[src/rtl/dma_pkg.sv]
// Purpose: shared state encoding and default sizing for the DMA write controller.
// Latency: n/a (types and constants only).
// Backpressure: n/a.
package dma_pkg;

  typedef enum logic [2:0] {
    IDLE  = 3'd0,
    REQ   = 3'd1,
    FETCH = 3'd2,
    WRITE = 3'd3,
    DONE  = 3'd4
  } state_t;

  localparam int DEF_WORD_WIDTH  = 16;
  localparam int DEF_ADDR_WIDTH  = 16;
  localparam int DEF_TOTAL_WORDS = 12;
  localparam int DEF_BURST_WORDS = 4;
  localparam int DEF_MEM_LATENCY = 4;
  localparam int BURSTS          = DEF_TOTAL_WORDS / DEF_BURST_WORDS;

  // Counter width able to hold values 0..n-1, never narrower than one bit.
  function automatic int cnt_width(input int n);
    return (n > 1) ? $clog2(n) : 1;
  endfunction

endpackage

[src/rtl/dma_latency_timer.sv]
// Purpose: loadable down-counter timing how long a burst is held on the memory port.
// Latency: last is combinational from the count; load takes effect next cycle.
// Backpressure: none; counts down only while en is high and stops at zero.
module dma_latency_timer #(
  parameter int WIDTH = 2
) (
  input  logic             clk,
  input  logic             reset_n,
  input  logic             load,
  input  logic [WIDTH-1:0] load_val,
  input  logic             en,
  output logic             last
);

  logic [WIDTH-1:0] count;

  // Load has priority; otherwise decrement while enabled, saturating at zero.
  always_ff @(posedge clk or negedge reset_n) begin
    if (!reset_n) begin
      count <= '0;
    end else if (load) begin
      count <= load_val;
    end else if (en && (count != '0)) begin
      count <= count - 1'b1;
    end
  end

  assign last = (count == '0);

endmodule

[src/rtl/dma_write_controller.sv]
// Purpose: bus master moving one fixed-length job of device bursts into data memory, then interrupting the CPU.
// Latency: bus_request one cycle after cmd; write starts 2 cycles after grant; each burst = 1 fetch + MEM_LATENCY write cycles.
// Backpressure: waits in REQ for grant and in FETCH for dev_valid; grant loss honoured only between bursts.
module dma_write_controller
  import dma_pkg::*;
#(
  parameter int WORD_WIDTH  = DEF_WORD_WIDTH,
  parameter int ADDR_WIDTH  = DEF_ADDR_WIDTH,
  parameter int TOTAL_WORDS = DEF_TOTAL_WORDS,
  parameter int BURST_WORDS = DEF_BURST_WORDS,
  parameter int MEM_LATENCY = DEF_MEM_LATENCY
) (
  input  logic                              clk,
  input  logic                              reset_n,
  input  logic                              cmd_valid,
  input  logic [ADDR_WIDTH-1:0]             cmd_addr,
  output logic                              cmd_ready,
  output logic                              bus_request,
  input  logic                              bus_grant,
  input  logic                              dev_valid,
  input  logic [BURST_WORDS*WORD_WIDTH-1:0] dev_data,
  output logic                              dev_pop,
  output logic                              mem_write,
  output logic [ADDR_WIDTH-1:0]             mem_addr,
  output logic [BURST_WORDS*WORD_WIDTH-1:0] mem_data,
  output logic                              busy,
  output logic                              dma_end
);

  localparam int NBURSTS = TOTAL_WORDS / BURST_WORDS;
  localparam int LAT_W   = cnt_width(MEM_LATENCY);
  localparam int BC_W    = cnt_width(NBURSTS + 1);

  state_t          state;
  state_t          next_state;
  logic [BC_W-1:0] burst_cnt;
  logic            lat_last;
  logic            fetch_go;
  logic            burst_end;

  dma_latency_timer #(
    .WIDTH (LAT_W)
  ) u_timer (
    .clk      (clk),
    .reset_n  (reset_n),
    .load     (fetch_go),
    .load_val (LAT_W'(MEM_LATENCY - 1)),
    .en       (state == WRITE),
    .last     (lat_last)
  );

  // State register.
  always_ff @(posedge clk or negedge reset_n) begin
    if (!reset_n) begin
      state <= IDLE;
    end else begin
      state <= next_state;
    end
  end

  // Next-state logic plus the fetch and end-of-burst strobes.
  always_comb begin
    next_state = state;
    fetch_go   = 1'b0;
    burst_end  = 1'b0;
    case (state)
      IDLE: begin
        if (cmd_valid) next_state = REQ;
      end
      REQ: begin
        if (bus_grant) next_state = FETCH;
      end
      FETCH: begin
        if (dev_valid && bus_grant) begin
          fetch_go   = 1'b1;
          next_state = WRITE;
        end else if (!bus_grant) begin
          next_state = REQ;
        end
      end
      WRITE: begin
        if (lat_last) begin
          burst_end  = 1'b1;
          next_state = (burst_cnt == BC_W'(NBURSTS - 1)) ? DONE : FETCH;
        end
      end
      DONE: begin
        next_state = IDLE;
      end
      default: begin
        next_state = IDLE;
      end
    endcase
  end

  // Address register, burst counter and payload register.
  always_ff @(posedge clk or negedge reset_n) begin
    if (!reset_n) begin
      mem_addr  <= '0;
      burst_cnt <= '0;
      mem_data  <= '0;
    end else begin
      if ((state == IDLE) && cmd_valid) begin
        mem_addr  <= cmd_addr;
        burst_cnt <= '0;
      end else if (burst_end) begin
        mem_addr  <= mem_addr + ADDR_WIDTH'(BURST_WORDS);
        burst_cnt <= burst_cnt + 1'b1;
      end
      if (fetch_go) mem_data <= dev_data;
    end
  end

  // Control outputs registered from the next state so they line up with it.
  always_ff @(posedge clk or negedge reset_n) begin
    if (!reset_n) begin
      cmd_ready   <= 1'b1;
      busy        <= 1'b0;
      bus_request <= 1'b0;
      mem_write   <= 1'b0;
      dev_pop     <= 1'b0;
      dma_end     <= 1'b0;
    end else begin
      cmd_ready   <= (next_state == IDLE);
      busy        <= (next_state != IDLE);
      bus_request <= (next_state == REQ) || (next_state == FETCH) || (next_state == WRITE);
      mem_write   <= (next_state == WRITE);
      dev_pop     <= fetch_go;
      dma_end     <= (next_state == DONE);
    end
  end

endmodule

[config.mk]
export PLATFORM = sky130hd
export DESIGN_NAME = dma_write_controller
export DESIGN_NICKNAME = d
export VERILOG_FILES = /design/src/rtl/dma_pkg.sv /design/src/rtl/dma_latency_timer.sv /design/src/rtl/dma_write_controller.sv
export SDC_FILE = /design/constraint.sdc
export NUM_CORES = 1
export LEC_CHECK = 0
export CAP_MARGIN = 20
export CORE_MARGIN = 2
export CORE_UTILIZATION = 45
export DETAILED_ROUTE_END_ITERATION = 8
export GPL_ROUTABILITY_DRIVEN = 1
export GPL_TIMING_DRIVEN = 0
export HOLD_SLACK_MARGIN = 0.03
export PLACE_DENSITY = 0.87
export SKIP_LAST_GASP = 1
export SLEW_MARGIN = 20
export SYNTH_ARGS = -nofsm -noshare
export SYNTH_HDL_FRONTEND = slang
export SYNTH_SLANG_ARGS = --single-unit
[constraint.sdc]
create_clock -name clk -period 4.85 [get_ports clk]
set_input_delay 0.97 -clock clk [delete_from_list [all_inputs] [get_ports clk]]
set_output_delay 0.97 -clock clk [all_outputs]
set_load 0.01 [all_outputs]
After elaboration in Yosys (flattened, before gate mapping):

Index checks and enable logic that the tools add are counted.

* word-level logic and storage cells: 51
* input port bits: 85
* output and inout bits: 86
* register bits after elaboration: 93

* add/subtract/negate cells: 3
* eq/ne operators: 8
* multiplexer cells: 17
* reductions and logical operators: 12

Operators with widths (count)
* 16-bit two-way mux: 2
* 3-bit two-way mux: 6
* 16-bit by 3-bit adder with 16-bit output, second input constant: 1
* 3-bit by 2-bit == test with 1-bit output, second input constant: 4
* 3-bit one-hot mux with 4 select lines: 1
* 2-bit two-way mux: 4
* 3-bit by 1-bit == test with 1-bit output, second input constant: 2
* 3-bit logical NOT: 2
* 2-bit nonzero test: 3
* 1-bit two-way mux: 4
* 3-bit == test, second input constant: 1
* 1-bit logical AND: 3
* 3-bit nonzero test: 1
* 2-bit by 1-bit adder with 2-bit output, second input constant: 1
* 2-bit == test, second input constant: 1
* 2-bit logical NOT: 1
* 1-bit logical OR: 2
* 2-bit by 1-bit subtractor with 2-bit output, second input constant: 1

Logic depth before layout (Yosys ltp):

Gate-level depths: netlist of the first run.

* depth in word-level cells: 7
* gate-level depth with buffers: 7
* gate-level depth less buffers: 6

Hierarchy:

Synthesis of the first run repeated with hierarchy kept, for this count alone.

* cell total of the unflattened synthesis: 292
* area total of the unflattened synthesis: 3842.4 um2

By module, submodules not included
* dma_write_controller: cells each 279, seq. area each 2278.4 um2, instances 1, area an instance 3709.8 um2
* dma_latency_timer: cells each 13, seq. area each 50.0 um2, instances 1, area an instance 132.6 um2

Worst setup path after synthesis of the first run:

No wires, ideal clock.

* path kind: input-to-reg
* start point: input port bus_grant
* end point: register mem_data[0]
* arrival time: 1985 ps
* buffers on the path: 2
* setup slack: 2741 ps
* cell stages on the path: 5
* required time: 4725 ps
* setup time: 125 ps
* cell sequence: nand3_1 > nor3_2 > buf_2 > buf_2 > mux2_2

* word-level cells in the longest chain between the ends: 3

Ends and longest elaborated chain
* from (decl): RTL line dma_write_controller.sv:19 `input logic bus_grant,`
* 1-bit logical AND: RTL line dma_write_controller.sv:74 `if (dev_valid && bus_grant) begin`
* 1-bit two-way mux: RTL line dma_write_controller.sv:74
* 1-bit two-way mux: RTL line dma_write_controller.sv:66 `case (state)`
* to (signal assigned): RTL line dma_write_controller.sv:110 `if (fetch_go) mem_data <= dev_data;`
* to (decl): RTL line dma_write_controller.sv:25 `output logic [BURST_WORDS*WORD_WIDTH-1:0] mem_data,`

Every way passes these cells.
A chain may end at the register's enable or synchronous reset.

Worst setup path after layout of the first run:

* start point: input port bus_grant
* end point: register mem_data[55]

The elaborated chain is that of the path after synthesis.

==> run metrics, run 1 <==
count of buffers inserted at the top-level ports=170; clock period minus worst slack=2.56 ns; Post-Place Cells=559; Reg2Reg Depth=5; detailed-route wire length=9200 um; max layer used=met4; diode count=0; gate family responsible for the most delay along the worst path=buffers and inverters; Met1 Wirelength=3580 um; critical path class=input port to flip-flop; Power Density=604 mW/mm2; Synth warnings=0; area growth from synthesis to final layout=54.8%; effective utilization at floorplan=0.465; FP Rows=33; setup repair after global routing missed its margin=no; share of final-layout standard cells stronger than drive strength 1=0.221; Crit Path Max Fanout=10; number of clock sinks seen by CTS=93; number of H-tree branching levels=3; core area=0.00822 mm2; most common cell after layout, fill and taps aside=sky130_fd_sc_hd__clkdlybuf4s50_1; Wirelength per Cell=16.0 um; width of the chip=96.1 um; Least-Margin Pin Slew=0.760 ns; global-route wire length before repair=14500 um; met2 wire len=4820 um; total design power=3.57 mW; Setup crit end kind=flip-flop; part of the cycle the worst path needs=0.528; number of cells produced by synthesis=283; leading cell types in the layout, fill and taps excluded=sky130_fd_sc_hd__clkdlybuf4s50_1 (169), sky130_fd_sc_hd__dfrtp_1 (92), sky130_fd_sc_hd__mux2_2 (65); worst min-delay path class=input port to asynchronous set/reset pin; count of fill cells added during filler insertion=579; number of buffers added to fix hold violations after cts=0; antenna violation net count after detailed routing=0; total number of vias=2917; worst slack at placement=1.90 ns; Mapped Nets=371; Total Die Area=0.00924 mm2; wire length on met3=635 um; pin count of the biggest net entering global routing=61; R2R Path Start=state[0]; Max-slew headroom=0.492; Synth Area per Inst=13.5 um2; arrival time worst endpoint=2.79 ns; Post CTS Setup Buffer Count=0; CTS max path bufs=2; average vias per placed instance=5.07; sequential-to-total area share from yosys stat=0.610; run status=finished, final reports clean; final critical-path setup slack=2.29 ns; Max rail drop VDD=0.000310 V; number of standard cells in the layout, taps in and fillers out=575; floorplan die height=96.1 um; required time of the critical path=5.08 ns; global-route usage over all layers=0.205; clock tree from TritonCTS=yes; clock tree root buffer cell=sky130_fd_sc_hd__clkbuf_8; slowest CP cell=sky130_fd_sc_hd__clkdlybuf4s50_1; final-layout setup total negative slack=0 ns; final hold vios=0; Crit path top cell by count=sky130_fd_sc_hd__buf_2; NumNets Final=553; Final setup viols=0; drt initial violations=94; count of final max-slew check failures=0; count of buffer and inverter cells on the critical path=3; antenna violations before repair=0; drt pass-1 iters=4; Num CTS Buffers=9; Critical Path Source=bus_grant; post-detailed-route DRC marker count=0; share of the core filled with cells in the final layout=0.719; highest clock rate=391 MHz; max-capacitance violation count=0; final setup skew=0.0124 ns; Clock Pin Slew Worst Setup and Hold Paths=0.09 ns; kind of launch point of the worst setup path=input port; post-synthesis cell type count=39; leakage power=2.47 nW; num ports=171; summed instance area of the synthesized netlist=0.00382 mm2; Levels on crit path=6; placed wire-length estimate=6860 um; max incr delay on CP=0.49 ns; number of global-route vias before repair=3055; clock latency at the later pin of the worst-skew pair=0.35 ns; GRT Residual Overflow=0; number of register bits inferred by synthesis=93; final estimated routing congestion in global placement=0.834; cell-by-cell listing of the critical path=clkdlybuf4s50_1, nand3_1, nor3_2, buf_2, buf_2, mux2_2; number of gates given a new drive strength after cts=0
synthesized netlist by cell type:
library cell               instances  share of area
sky130_fd_sc_hd__clkbuf_1          1        0.00098
sky130_fd_sc_hd__buf_4             2         0.0039
sky130_fd_sc_hd__nor2b_1           2         0.0033
sky130_fd_sc_hd__nand2b_1          2         0.0033
sky130_fd_sc_hd__or3_1             5         0.0082
sky130_fd_sc_hd__a31oi_1           4         0.0066
sky130_fd_sc_hd__xnor2_1           7          0.016
sky130_fd_sc_hd__and2_1            1         0.0016
sky130_fd_sc_hd__a221o_1           1         0.0026
sky130_fd_sc_hd__nor3_1            5         0.0066
sky130_fd_sc_hd__or4b_1            1         0.0026
sky130_fd_sc_hd__a211o_1           1         0.0023
sky130_fd_sc_hd__nor4_1            6         0.0098
sky130_fd_sc_hd__nor3_2            1         0.0026
sky130_fd_sc_hd__nand4_1           4         0.0066
sky130_fd_sc_hd__nand3_1           6         0.0079
sky130_fd_sc_hd__a211oi_1          1         0.0020
sky130_fd_sc_hd__nor4b_2           1         0.0039
sky130_fd_sc_hd__inv_1             5         0.0049
sky130_fd_sc_hd__nand4b_4          1         0.0062
sky130_fd_sc_hd__o21ai_0           9          0.012
sky130_fd_sc_hd__nand2_1          21          0.021
sky130_fd_sc_hd__xor2_1            2         0.0046
sky130_fd_sc_hd__nor2_1            9         0.0088
sky130_fd_sc_hd__o21ai_1           2         0.0026
sky130_fd_sc_hd__a21oi_1           3         0.0039
sky130_fd_sc_hd__o311a_1           1         0.0026
sky130_fd_sc_hd__nand4_2           1         0.0033
sky130_fd_sc_hd__mux2_2           65           0.19
sky130_fd_sc_hd__ha_1              3         0.0098
sky130_fd_sc_hd__or3_4             1         0.0029
sky130_fd_sc_hd__dfstp_2           1         0.0069
sky130_fd_sc_hd__and3_1            1         0.0016
sky130_fd_sc_hd__buf_6             1         0.0029
sky130_fd_sc_hd__nor3b_1           1         0.0020
sky130_fd_sc_hd__buf_2            11          0.014
sky130_fd_sc_hd__or2_2             1         0.0016
sky130_fd_sc_hd__dfrtp_1          92           0.60
sky130_fd_sc_hd__and4b_1           1         0.0026
registers in the layout, indices dropped and copies added, names as in the netlist:
| name | flops |
|---|---|
| u_timer.count | 2 |
| mem_data | 64 |
| cmd_ready | 1 |
| busy | 1 |
| bus_request | 1 |
| mem_addr | 16 |
| burst_cnt | 2 |
| state | 3 |
| dma_end | 1 |
| dev_pop | 1 |
| mem_write | 1 |
metal layers:
layer / vias to the layer above / track usage
met4: 0 / 0.0786
met5: - / 0
met2: 117 / 0.360
met3: 15 / 0.0470
li1: 1363 / -
met1: 1422 / 0.244
final timing paths:
| kind | to | slack [ns] |
|---|---|---|
| worst max register to register | mem_data[55] | 2.90 |
| worst min register to register | mem_addr[0] | 0.49 |
| min in group clk | mem_addr[0] | 0.49 |
| worst max-delay path | mem_data[55] | 2.29 |
| worst min-delay path | mem_addr[11] | 0.49 |
| max in group asynchronous | cmd_ready | 3.72 |
worst register-to-register path, cell delays in order (launching register included):
cell	delay [ns]
sky130_fd_sc_hd__dfrtp_1	0.40
sky130_fd_sc_hd__buf_4	0.18
sky130_fd_sc_hd__nor3_2	0.28
sky130_fd_sc_hd__buf_2	0.32
sky130_fd_sc_hd__buf_2	0.30
sky130_fd_sc_hd__mux2_2	0.37
per-stage QoR:
| step | instance area (um2) | hold WS [ns] |
|---|---|---|
| global route | 5910 | 0.498 |
| floorplan | 3820 | 0.454 |
| detailed placement | 5680 | 0.474 |
| global placement | 5650 | 0.463 |
| CTS | 5910 | 0.488 |
| finish | 5910 | 0.491 |
logic make-up (layout without fill, tap and decap cells):
family | count (synthesis) | count (layout) | synth area share
buffers and inverters | 20 | 207 | 0.0272
adders and majority gates | 3 | 3 | 0.00983
and+or+nand+nor | 71 | 71 | 0.106
muxes | 65 | 65 | 0.192
xor gates and xnor gates | 9 | 9 | 0.0207
AOI/OAI and AO/OA | 22 | 22 | 0.0344
DFF | 93 | 93 | 0.610
where the power goes:
part	total, mW	internal (mW)	leakage [nW]	switching, mW
clock	0.585	0.309	0.113	0.276
combinational	1.61	0.988	1.23	0.620
sequential	1.38	1.14	1.12	0.237
final cells by class:
class,instances,area (um2),share of cell area
clock inverters,6,93.8,0.0159
well taps,105,131,0.0222
repair buffers,171,1730,0.293
flip-flops and latches,93,2330,0.394
multi-input cells,170,1390,0.234
plain buffers,15,85.1,0.0144
clock buffers,10,138,0.0233
inverters,5,18.8,0.00318
Note: power is estimated with default switching activity, not from simulation.
==> inputs of run 2 (changes only) <==
--- a/config.mk
+++ b/config.mk
@@ -7,12 +7,12 @@
 export LEC_CHECK = 0
 export CAP_MARGIN = 20
 export CORE_MARGIN = 2
-export CORE_UTILIZATION = 45
+export CORE_UTILIZATION = 38
 export DETAILED_ROUTE_END_ITERATION = 8
 export GPL_ROUTABILITY_DRIVEN = 1
 export GPL_TIMING_DRIVEN = 0
 export HOLD_SLACK_MARGIN = 0.03
-export PLACE_DENSITY = 0.87
+export PLACE_DENSITY = 0.78
 export SKIP_LAST_GASP = 1
 export SLEW_MARGIN = 20
 export SYNTH_ARGS = -nofsm -noshare
==> constraint.sdc (replaced) <==
create_clock -name clk -period 2.2 [get_ports clk]
set_input_delay 0.44 -clock clk [delete_from_list [all_inputs] [get_ports clk]]
set_output_delay 0.44 -clock clk [all_outputs]
set_load 0.01 [all_outputs]
==> run 2 against run 1 <==
  * Die area grew 18%
  * Cell count grew 5.0%
  * Global-route usage shrank 3.7 points
  * Non-clock buffer count grew 1
  * Utilization shrank 11 points
  * Register-to-register slack lost 2.7 ns
  * Wire length shrank 0.95%
  * Largest cell class unchanged
  * Sequential share of layout area shrank 0.17 points
  * Via count shrank 0.48%
==> run metrics, run 2 (synthesis gave the netlist of run 1 again) <==
final hold vios=0 (unchanged); met3 capacity usage during global routing=0.0514 (+0.00439); arrival time worst endpoint=2.27 ns (-0.52 ns); Setup crit end kind=flip-flop; number of H-tree branching levels=3 (unchanged); clock latency at the later pin of the worst-skew pair=0.35 ns (about the same); Wirelength per Cell=15.1 um (-5.7%); Least-Margin Pin Slew=0.734 ns (-0.0258 ns); worst hold margin=0.491 ns (+0.000207 ns); count of final max-slew check failures=0 (unchanged); number of standard cells in the layout, taps in and fillers out=604 (+5.0%); leakage power=2.46 nW (-0.34%); Reg2Reg Depth=5 (unchanged); number of clock sinks seen by CTS=93 (unchanged); Critical Path Source=bus_grant; highest clock rate=492 MHz; Placed Area=0.00571 mm2 (+0.62%); clock period minus worst slack=2.03 ns; combinational cell fraction of total power=0.457 (+0.007); Final setup viols=0 (unchanged); total number of vias=2903 (-0.48%); number of global-route vias before repair=2960 (-3.1%); GRT Residual Overflow=0 (unchanged); area growth from synthesis to final layout=55.5%; leading cell types in the layout, fill and taps excluded=sky130_fd_sc_hd__clkdlybuf4s50_1 (169), sky130_fd_sc_hd__dfrtp_1 (92), sky130_fd_sc_hd__mux2_2 (65); run status=finished, final reports clean; post-detailed-route DRC marker count=0 (unchanged); setup repair after global routing missed its margin=no; destination of the worst register-to-register timing path=mem_data[54]; Num CTS Buffers=9 (unchanged); max-capacitance violation count=0 (unchanged); width of the chip=104 um (+8.5%); final estimated routing congestion in global placement=0.776 (-7.0%); register containing the most flip-flops in the final layout=mem_data; antenna violations before repair=0 (unchanged); antenna violation net count after detailed routing=0 (unchanged); gr busiest metal=met2; global-route usage over all layers=0.168 (-0.0370); part of the cycle the worst path needs=0.924; switching fraction of total power=0.320 (+0.00310); largest registers=mem_data: 64 flops, mem_addr: 16 flops, state: 3 flops; clock tree root buffer cell=sky130_fd_sc_hd__clkbuf_8; final non-filler cell area=0.00594 mm2 (+0.44%); pin count of the biggest net entering global routing=52 (-15%); count of buffers inserted at the top-level ports=170 (unchanged); share of final-layout standard cells stronger than drive strength 1=0.221 (-0.000470); Power Density=1310 mW/mm2 (+120%); diode count=0 (unchanged); drt pass-1 iters=4 (unchanged); Total Die Area=0.0109 mm2 (+18%); Crit Path Max Fanout=10 (unchanged); Clk pwr share=0.152 (-0.012); sw power=2.49 mW (+120%); Post-Place Cells=587 (+5.0%); required time of the critical path=2.44 ns (-2.64 ns); core area=0.00977 mm2 (+19%); kind of launch point of the worst setup path=input port; final setup skew=0.0109 ns (-0.00150 ns); Max-slew headroom=0.509 (+0.0172); drt initial violations=71 (-24%); capture point of the critical path=mem_data[54]; M2 GR Usage=0.273 (-0.0869); CTS max path bufs=2 (unchanged); clock tree from TritonCTS=yes; NumNets Final=554 (+0.18%); effective utilization at floorplan=0.391 (-0.0740); floorplan die height=104 um (+8.5%); internal power consumption=5.28 mW (+120%); final critical-path setup slack=0.168 ns (-2.12 ns); max FFs per register=64 (unchanged); register-to-register path setup slack=0.24 ns (-2.66 ns); Clock Pin Slew Worst Setup and Hold Paths=0.10 ns (about the same); FP Rows=36 (+9.1%); average vias per placed instance=4.81 (-5.3%); num ports=171 (unchanged); worst min-delay path class=flip-flop to flip-flop; worst slack at placement=-0.321 ns (-2.22 ns); critical path class=input port to flip-flop; part of the total power dissipated in sequential elements=0.391 (+0.005); most common cell after layout, fill and taps aside=sky130_fd_sc_hd__clkdlybuf4s50_1; R2R Path Start=state[0]; placed wire-length estimate=6910 um (+0.63%); detailed-route wire length=9110 um (-0.95%); global-route wire length before repair=14600 um (+0.48%); met1 track demand over resource in global routing=0.208 (-0.0360); Max rail drop VDD=0.000598 V (+93%)
## run 2: cell types whose count changed in the layout (fill, tap and decap cells not counted)
cell                            before  now
sky130_fd_sc_hd__buf_2              11   10
sky130_fd_sc_hd__bufinv_16           2    1
sky130_fd_sc_hd__clkbuf_4            0    1
sky130_fd_sc_hd__clkbuf_8           10   11
sky130_fd_sc_hd__clkinv_2            0    1
sky130_fd_sc_hd__clkinvlp_4          1    2
sky130_fd_sc_hd__dlygate4sd3_1       0    1
sky130_fd_sc_hd__inv_6               2    0
## run 2: repair_timing
action	CTS	global route
gates resized for setup	0	1
hold buffers	1	0
endpoints found under the setup margin	0	7
setup buffers	0	0
hold endpoints to repair	41	0
## run 2: final cells by class
cell class                      count  area (um2)
Fill cell                         805        3840
Sequential cell                    93        2330
Timing Repair Buffer              172        1740
Multi-Input combinational cell    170        1390
Tap cell                          133         166
Clock buffer                       11         151
Buffer                             15        87.6
Clock inverter                      5        58.8
Inverter                            5        18.8
## run 2: power groups by stage
stage / Combinational (mW) / Clock [mW] / Sequential (mW)
floorplan: 1.23 / 0 / 3.36
global placement: 3.49 / 0 / 3.03
detailed placement: 3.58 / 0 / 3.08
CTS: 3.61 / 1.22 / 3.05
global route: 3.80 / 1.30 / 3.15
finish: 3.55 / 1.18 / 3.04
## run 2: how the worst min path moves through the flow
stage	startpoint	slack, ns	end	cells past startpoint
global placement	mem_addr[0]	0.46	mem_addr[0]	2
floorplan	reset_n	0.14	burst_cnt[0]	0
CTS	mem_addr[1]	0.50	mem_addr[1]	2
detailed placement	reset_n	0.39	mem_addr[9]	1
finish	mem_addr[1]	0.49	mem_addr[1]	2
global route	mem_data[53]	0.53	mem_data[53]	1
## run 2: per-stage QoR
stage | TNS [ns] | total power, mW | util
2_1_floorplan | 0 | 4.59 | -
3_5_place_dp | -8.17 | 6.66 | 0.585
4_1_cts | 0 | 7.88 | 0.607
3_3_place_gp | -260.51 | 6.52 | 0.582
5_1_grt | 0 | 8.25 | 0.607
6_report | 0 | 7.77 | 0.607
## run 2: per-layer routing
| layer | share of wire | vias up |
|---|---|---|
| met5 | 0 | - |
| li1 | - | 1364 |
| met2 | 0.49 | 110 |
| met3 | 0.071 | 16 |
| met1 | 0.42 | 1413 |
| met4 | 0.022 | 0 |
## run 2: worst max-delay path, stage by stage
cell	delay, ns
sky130_fd_sc_hd__clkdlybuf4s50_1	0.50
sky130_fd_sc_hd__nand3_1	0.10
sky130_fd_sc_hd__nor3_2	0.27
sky130_fd_sc_hd__clkbuf_4	0.31
sky130_fd_sc_hd__buf_2	0.27
sky130_fd_sc_hd__mux2_2	0.36
